`src/rtl/ads5296_pkg.sv`:
```
// Shared definitions for the ADS5296 frame-clock alignment slice: state
// encoding, the legal frame-clock nibbles and counter-width helpers.
package ads5296_pkg;

    typedef enum logic [2:0] {
        ST_WAIT,
        ST_CHECK,
        ST_SLIP,
        ST_LOCKED,
        ST_FAIL
    } state_t;

    localparam logic [3:0] FCLK_P0 = 4'b1111;
    localparam logic [3:0] FCLK_P1 = 4'b0001;
    localparam logic [3:0] FCLK_P2 = 4'b1100;
    localparam logic [3:0] FCLK_P3 = 4'b0111;
    localparam logic [3:0] FCLK_P4 = 4'b0000;

    localparam int LOST_W = 16;

    // Bits needed to hold the value max_val itself.
    function automatic int cnt_w(input int max_val);
        return (max_val < 2) ? 1 : $clog2(max_val + 1);
    endfunction

    // True when cur is the legal successor of prev in the repeating frame pattern.
    function automatic logic fclk_pair_legal(input logic [3:0] prev, input logic [3:0] cur);
        return ((prev == FCLK_P0) && (cur == FCLK_P1)) ||
               ((prev == FCLK_P1) && (cur == FCLK_P2)) ||
               ((prev == FCLK_P2) && (cur == FCLK_P3)) ||
               ((prev == FCLK_P3) && (cur == FCLK_P4)) ||
               ((prev == FCLK_P4) && (cur == FCLK_P0));
    endfunction

endpackage

```
`src/rtl/ads5296_fclk_check.sv`:
```
// Two-stage history of the deserialized frame clock and a registered
// legal-transition flag; shared with the demux error counter.
module ads5296_fclk_check
    import ads5296_pkg::*;
(
    input  logic       lclk_d4,
    input  logic       rst_n,
    input  logic [3:0] fclk4b,
    output logic       good
);

    logic [3:0] fclk4b_r;
    logic [3:0] fclk4b_rr;

    always_ff @(posedge lclk_d4 or negedge rst_n) begin
        if (!rst_n) begin
            fclk4b_r  <= '0;
            fclk4b_rr <= '0;
            good      <= 1'b0;
        end else begin
            fclk4b_r  <= fclk4b;
            fclk4b_rr <= fclk4b_r;
            good      <= fclk_pair_legal(fclk4b_rr, fclk4b_r);
        end
    end

endmodule

```
`src/rtl/ads5296_fclk_align.sv`:
```
// Frame-clock bit-alignment controller: slips the SERDES until the frame
// pattern is legal, confirms lock, pulses sync and re-acquires on loss.
module ads5296_fclk_align
    import ads5296_pkg::*;
#(
    parameter int SETTLE_CYCLES = 16,
    parameter int LOCK_CYCLES   = 64,
    parameter int MAX_SLIPS     = 8,
    parameter int UNLOCK_ERRS   = 4
) (
    input  logic              lclk_d4,
    input  logic              rst_n,
    input  logic [3:0]        fclk4b,
    input  logic              restart,
    output logic              bitslip,
    output logic              locked,
    output logic              sync_out,
    output logic              fail,
    output logic [3:0]        slip_cnt,
    output logic [LOST_W-1:0] lost_cnt
);

    localparam int WAIT_W = cnt_w(SETTLE_CYCLES);
    localparam int GOOD_W = cnt_w(LOCK_CYCLES);
    localparam int BAD_W  = cnt_w(UNLOCK_ERRS);

    localparam logic [WAIT_W-1:0] SETTLE_LAST = WAIT_W'(SETTLE_CYCLES - 1);
    localparam logic [GOOD_W-1:0] LOCK_LAST   = GOOD_W'(LOCK_CYCLES - 1);
    localparam logic [BAD_W-1:0]  UNLOCK_LAST = BAD_W'(UNLOCK_ERRS - 1);
    localparam logic [3:0]        SLIPS_MAX   = 4'(MAX_SLIPS);

    state_t            state;
    logic [WAIT_W-1:0] wait_cnt;
    logic [GOOD_W-1:0] good_cnt;
    logic [BAD_W-1:0]  bad_cnt;
    logic              good;

    ads5296_fclk_check u_check (
        .lclk_d4 (lclk_d4),
        .rst_n   (rst_n),
        .fclk4b  (fclk4b),
        .good    (good)
    );

    // A bad sample always beats the final good count, and restart beats everything.
    always_ff @(posedge lclk_d4 or negedge rst_n) begin
        if (!rst_n) begin
            state    <= ST_WAIT;
            wait_cnt <= '0;
            good_cnt <= '0;
            bad_cnt  <= '0;
            bitslip  <= 1'b0;
            locked   <= 1'b0;
            sync_out <= 1'b0;
            fail     <= 1'b0;
            slip_cnt <= '0;
            lost_cnt <= '0;
        end else begin
            bitslip  <= 1'b0;
            sync_out <= 1'b0;
            if (restart) begin
                state    <= ST_WAIT;
                wait_cnt <= '0;
                good_cnt <= '0;
                bad_cnt  <= '0;
                slip_cnt <= '0;
                locked   <= 1'b0;
                fail     <= 1'b0;
            end else begin
                case (state)
                    ST_WAIT: begin
                        if (wait_cnt == SETTLE_LAST) begin
                            state    <= ST_CHECK;
                            good_cnt <= '0;
                        end else begin
                            wait_cnt <= wait_cnt + 1'b1;
                        end
                    end
                    ST_CHECK: begin
                        if (!good) begin
                            if (slip_cnt < SLIPS_MAX) begin
                                state    <= ST_SLIP;
                                bitslip  <= 1'b1;
                                slip_cnt <= slip_cnt + 1'b1;
                            end else begin
                                state <= ST_FAIL;
                                fail  <= 1'b1;
                            end
                        end else if (good_cnt == LOCK_LAST) begin
                            state    <= ST_LOCKED;
                            locked   <= 1'b1;
                            sync_out <= 1'b1;
                            bad_cnt  <= '0;
                        end else begin
                            good_cnt <= good_cnt + 1'b1;
                        end
                    end
                    ST_SLIP: begin
                        state    <= ST_WAIT;
                        wait_cnt <= '0;
                    end
                    ST_LOCKED: begin
                        if (good) begin
                            bad_cnt <= '0;
                        end else if (bad_cnt == UNLOCK_LAST) begin
                            state    <= ST_WAIT;
                            wait_cnt <= '0;
                            bad_cnt  <= '0;
                            locked   <= 1'b0;
                            slip_cnt <= '0;
                            if (lost_cnt != '1) begin
                                lost_cnt <= lost_cnt + 1'b1;
                            end
                        end else begin
                            bad_cnt <= bad_cnt + 1'b1;
                        end
                    end
                    ST_FAIL: begin
                        state <= ST_FAIL;
                    end
                    default: begin
                        state    <= ST_WAIT;
                        wait_cnt <= '0;
                    end
                endcase
            end
        end
    end

endmodule

```
`config.mk`:
```
export PLATFORM = sky130hd
export DESIGN_NAME = ads5296_fclk_align
export DESIGN_NICKNAME = d
export VERILOG_FILES = /design/src/rtl/ads5296_pkg.sv /design/src/rtl/ads5296_fclk_check.sv /design/src/rtl/ads5296_fclk_align.sv
export SDC_FILE = /design/constraint.sdc
export NUM_CORES = 1
export LEC_CHECK = 0
export BUFFER_PORTS_ARGS = -buffer_cell sky130_fd_sc_hd__buf_4
export CAP_MARGIN = 40
export CELL_PAD_IN_SITES_DETAIL_PLACEMENT = 1
export CELL_PAD_IN_SITES_GLOBAL_PLACEMENT = 1
export CORE_MARGIN = 5
export CORE_UTILIZATION = 30
export DETAILED_ROUTE_END_ITERATION = 8
export GPL_TIMING_DRIVEN = 0
export PLACE_DENSITY = 0.6
export SLEW_MARGIN = 20
export SYNTH_ARGS = -nofsm -noshare
export SYNTH_HDL_FRONTEND = slang
export SYNTH_SLANG_ARGS = --single-unit
```
`constraint.sdc`:
```
create_clock -name lclk_d4 -period 2.71 [get_ports lclk_d4]
set_input_delay 0.1355 -clock lclk_d4 [delete_from_list [all_inputs] [get_ports lclk_d4]]
set_output_delay 0.1355 -clock lclk_d4 [all_outputs]
set_load 0.03 [all_outputs]
```
==> metrics.md <==
| Metric | Value |
|---|---|
| CP Max Fanout | 5 |
| Die W | just over 100 µm |
| R2R setup slack | approximately 470 ps |
| I/O Pins | 31 |
| Fin crit share | 82.7% |
| Worst-margin pin slew | between 700 and 800 ps |
| Final net count | 293 |
| Post-Syn Area | 0.00247 mm² |
| Synth Area per Inst | 10.4 µm² |
| Final hold vios | 0 |
| Post-synthesis sequential area ratio | 51.6% |
| Status | finished, final reports clean |
| Met3 routed WL | around 160 µm |
| Post-synthesis cell count | 237 |
| Setup Fix Bufs, Post-CTS | 0 |
| Clock-pin slew of the registers on the worst-case setup and hold paths | around 90 ps |
| Ys Warns | 0 |
| Crit. path cell count | 7 |
| Max incr delay on CP | 580 ps |
| Worst vdd ir | 0.247 mV |
| Worst hold path type | input port to flip-flop |
| DRT Pass-1 Iters | 4 |
| Worst skew pair latency | about 300 ps |
| R2R cell count | 7 |
| M1 WL | ~2.8 mm |
| Port Buffers | 30 |
| Worst Hold Depth | 4 |
| Layout cells sized above 1 | roughly 17% |
| Largest net degree at the start of global routing | 52 |
| RSZ-0062 raised after global routing | no |
| Worst-path cell chain | ha_1 -> and3_1 -> ha_1 -> mux2i_1 -> o31ai_1 -> o21ai_0 -> a22o_1 |
| Clock Tree Root | clkbuf_8 |
| Crit-path slowest cell | o31ai_1 |
| H-Tree Depth | 2 |
| Worst Path Required | a little under 3000 ps |
| Vias in the first global route | roughly 2100 |
| Die Height | between 100 and 150 µm |
| WL per Instance | about 15 µm |
| Overall Global Routing Usage | ~12% |
| Slew Viols, Final | 0 |
| Core Area | 0.00813 mm² |
| Max Root-Sink Buffers | 2 |
| WP data arrival | about 2400 ps |
| PD cells | ~460 mW/mm² |
| Remaining antenna violation count | 0 |
| Clock sinks | 51 |
| Tmin final | between 2000 and 2500 ps |
| Top sig layer | met4 |
| Vias | ~1900 |
| Final weighted congestion in routability-driven placement | 0.749 |
| Diodes inserted | 0 |
| Synth async-reset ratio | 100% |
| Fin Setup TNS | 0 ps |
| Final setup fails | 0 |
| Critical Path Most Common Cell | ha_1 |
| Most used DFF post-synth | dfrtp_1 |
| Setup crit end kind | flip-flop |
| WP buf/inv | 0 |
| Gr ovfl total | 0 |
| Most common cell after layout, fill and taps aside | dfrtp_1 |
| Met2 WL post-DR | 2.70 mm |
| Worst Setup Path Type | flip-flop to flip-flop |
| Initial Util | a little under a third |
| P&R area growth vs syn | 21.4% |
| Hold_buf cts | 5 |
| Most frequent cells in the layout | 51 x dfrtp_1, 30 x buf_4, 13 x nor2_1 |
| Dpl hpwl | between 4 and 5 mm |
| Floorplan row count | 33 |
| Seq cells post-synth | slightly above 50 |
| Vias per cell | between 5 and 6 |
| Syn_nets | between 200 and 300 |
| Fin Clk Skew | roughly 8.2 ps |
| Initial antenna violation count | 0 |
| Synth cell types | 50 |
| Slew headroom | roughly half |
| Number of flops mapped to enable cells by yosys | 0 |
| CP top delay family | compound AO/OA/AOI/OAI gates |
| Max-cap violations | 0 |
| Power Total | ~1400 µW |
| Global-route wire length before repair | a little over 10 mm |
| Starting DRT DRC Count | 74 |
| # DRC | 0 |
| # resized after CTS | 0 |
| CTS tree | yes |
| Total die area | between 0.01 and 0.015 mm² |
| WL final | 5.71 mm |
| CP Launch Type | flip-flop |
| F_max | approximately 450 MHz |
| LEAKAGE | about 0.0014 µW |
| Num CTS Buffers | 5 |
routing by layer:
layer | vias up | track usage [%]
li1 | 963 | -
met1 | 952 | 16.4
met2 | 23 | 19.8
met3 | 2 | 3.04
met4 | 0 | 3.42
met5 | - | 0
tightest hold or removal path, delay by kind of cell:
kind	cells	cell delay [ps]
buf+inv	2	240
simple gates	2	180
state kept, by name (all words and copies together), names as in the netlist:
| name | cells |
|---|---|
| state | 3 |
| bad_cnt | 3 |
| sync_out | 1 |
| u_check.fclk4b_r | 4 |
| slip_cnt | 4 |
| bitslip | 1 |
| fail | 1 |
| lost_cnt | 16 |
| good_cnt | 7 |
| wait_cnt | 5 |
| u_check.fclk4b_rr | 4 |
| u_check.good | 1 |
| locked | 1 |
worst paths after layout:
path / start / to
setup / recovery: wait_cnt[0] / good_cnt[3]
max in group asynchronous: rst_n / lost_cnt[13]
hold reg to reg: u_check.fclk4b_r[1] / u_check.fclk4b_rr[1]
min in group asynchronous: rst_n / good_cnt[2]
setup reg to reg: wait_cnt[0] / good_cnt[3]
hold / removal: restart / sync_out
through the flow:
| step | hold WS [ps] | util (%) | cell area [µm²] | setup slack, ps | std cells |
|---|---|---|---|---|---|
| finish | 298 | 36.9 | 3000 | 469 | 386 |
| global route | 342 | 36.9 | 3000 | 245 | 386 |
| CTS | 285 | 36.9 | 3000 | 476 | 386 |
| detailed placement | 222 | 34.8 | 2830 | 495 | 373 |
| global placement | 225 | 34.8 | 2830 | 517 | 372 |
| floorplan | -160 | - | 2470 | 814 | 237 |
cell families (layout without fill, tap and decap cells):
logic type               Yosys count  after routing  share of synthesized area [%]
AO/OA/AOI/OAI                     55             55                           15.2
XOR/XNOR                          13             13                           4.61
adder cells (fa/ha/maj)            6              6                           3.04
buffers and inverters             20             64                           3.24
flip-flops                        51             51                           51.6
multiplexers                       4              4                           1.77
AND/OR/NAND/NOR                   88             88                           20.5
power by group:
part | total (µW) | switching, µW | internal (µW)
registers | 778 | 7.95 | 770
clock network | 555 | 256 | 299
logic | 54.2 | 32.3 | 21.9
cell usage after synthesis, types with 2 or more instances:
| master | number | share of area, % |
|---|---|---|
| or4b_1 | 2 | 0.81 |
| clkbuf_1 | 5 | 0.76 |
| o211ai_1 | 2 | 0.61 |
| o41ai_1 | 2 | 0.71 |
| o31ai_1 | 4 | 1.2 |
| nand4_1 | 8 | 2.0 |
| inv_1 | 10 | 1.5 |
| buf_2 | 4 | 0.81 |
| xor2_1 | 12 | 4.3 |
| o21a_1 | 2 | 0.61 |
| o21ai_1 | 2 | 0.41 |
| and2_1 | 2 | 0.51 |
| a22o_1 | 7 | 2.5 |
| a21oi_1 | 8 | 1.6 |
| o22ai_1 | 2 | 0.51 |
| ha_1 | 6 | 3.0 |
| nand2_1 | 12 | 1.8 |
| or4_1 | 2 | 0.61 |
| dfrtp_1 | 51 | 52 |
| nor3_1 | 11 | 2.2 |
| and3_1 | 2 | 0.51 |
| nand2b_1 | 3 | 0.76 |
| and4_1 | 4 | 1.4 |
| nor2_1 | 13 | 2.0 |
| a31oi_1 | 3 | 0.76 |
| o21ai_0 | 11 | 2.2 |
| nor2b_1 | 4 | 1.0 |
| mux2_2 | 3 | 1.4 |
| nand3_1 | 11 | 2.2 |
| o21bai_1 | 2 | 0.61 |
| nor4_1 | 5 | 1.3 |
| nor3b_1 | 4 | 1.2 |
final cells by class:
| class | instances | area [µm²] |
|---|---|---|
| Timing Repair Buffer | 36 | 279 |
| Sequential cell | 51 | 1280 |
| Tap cell | 105 | 131 |
| Multi-Input combinational cell | 166 | 1110 |
| Inverter | 11 | 41.3 |
| Buffer | 9 | 38.8 |
| Clock buffer | 6 | 82.6 |
| Clock inverter | 2 | 35.0 |
| Fill cell | 930 | 5130 |
(Power assumes the default switching activity.)
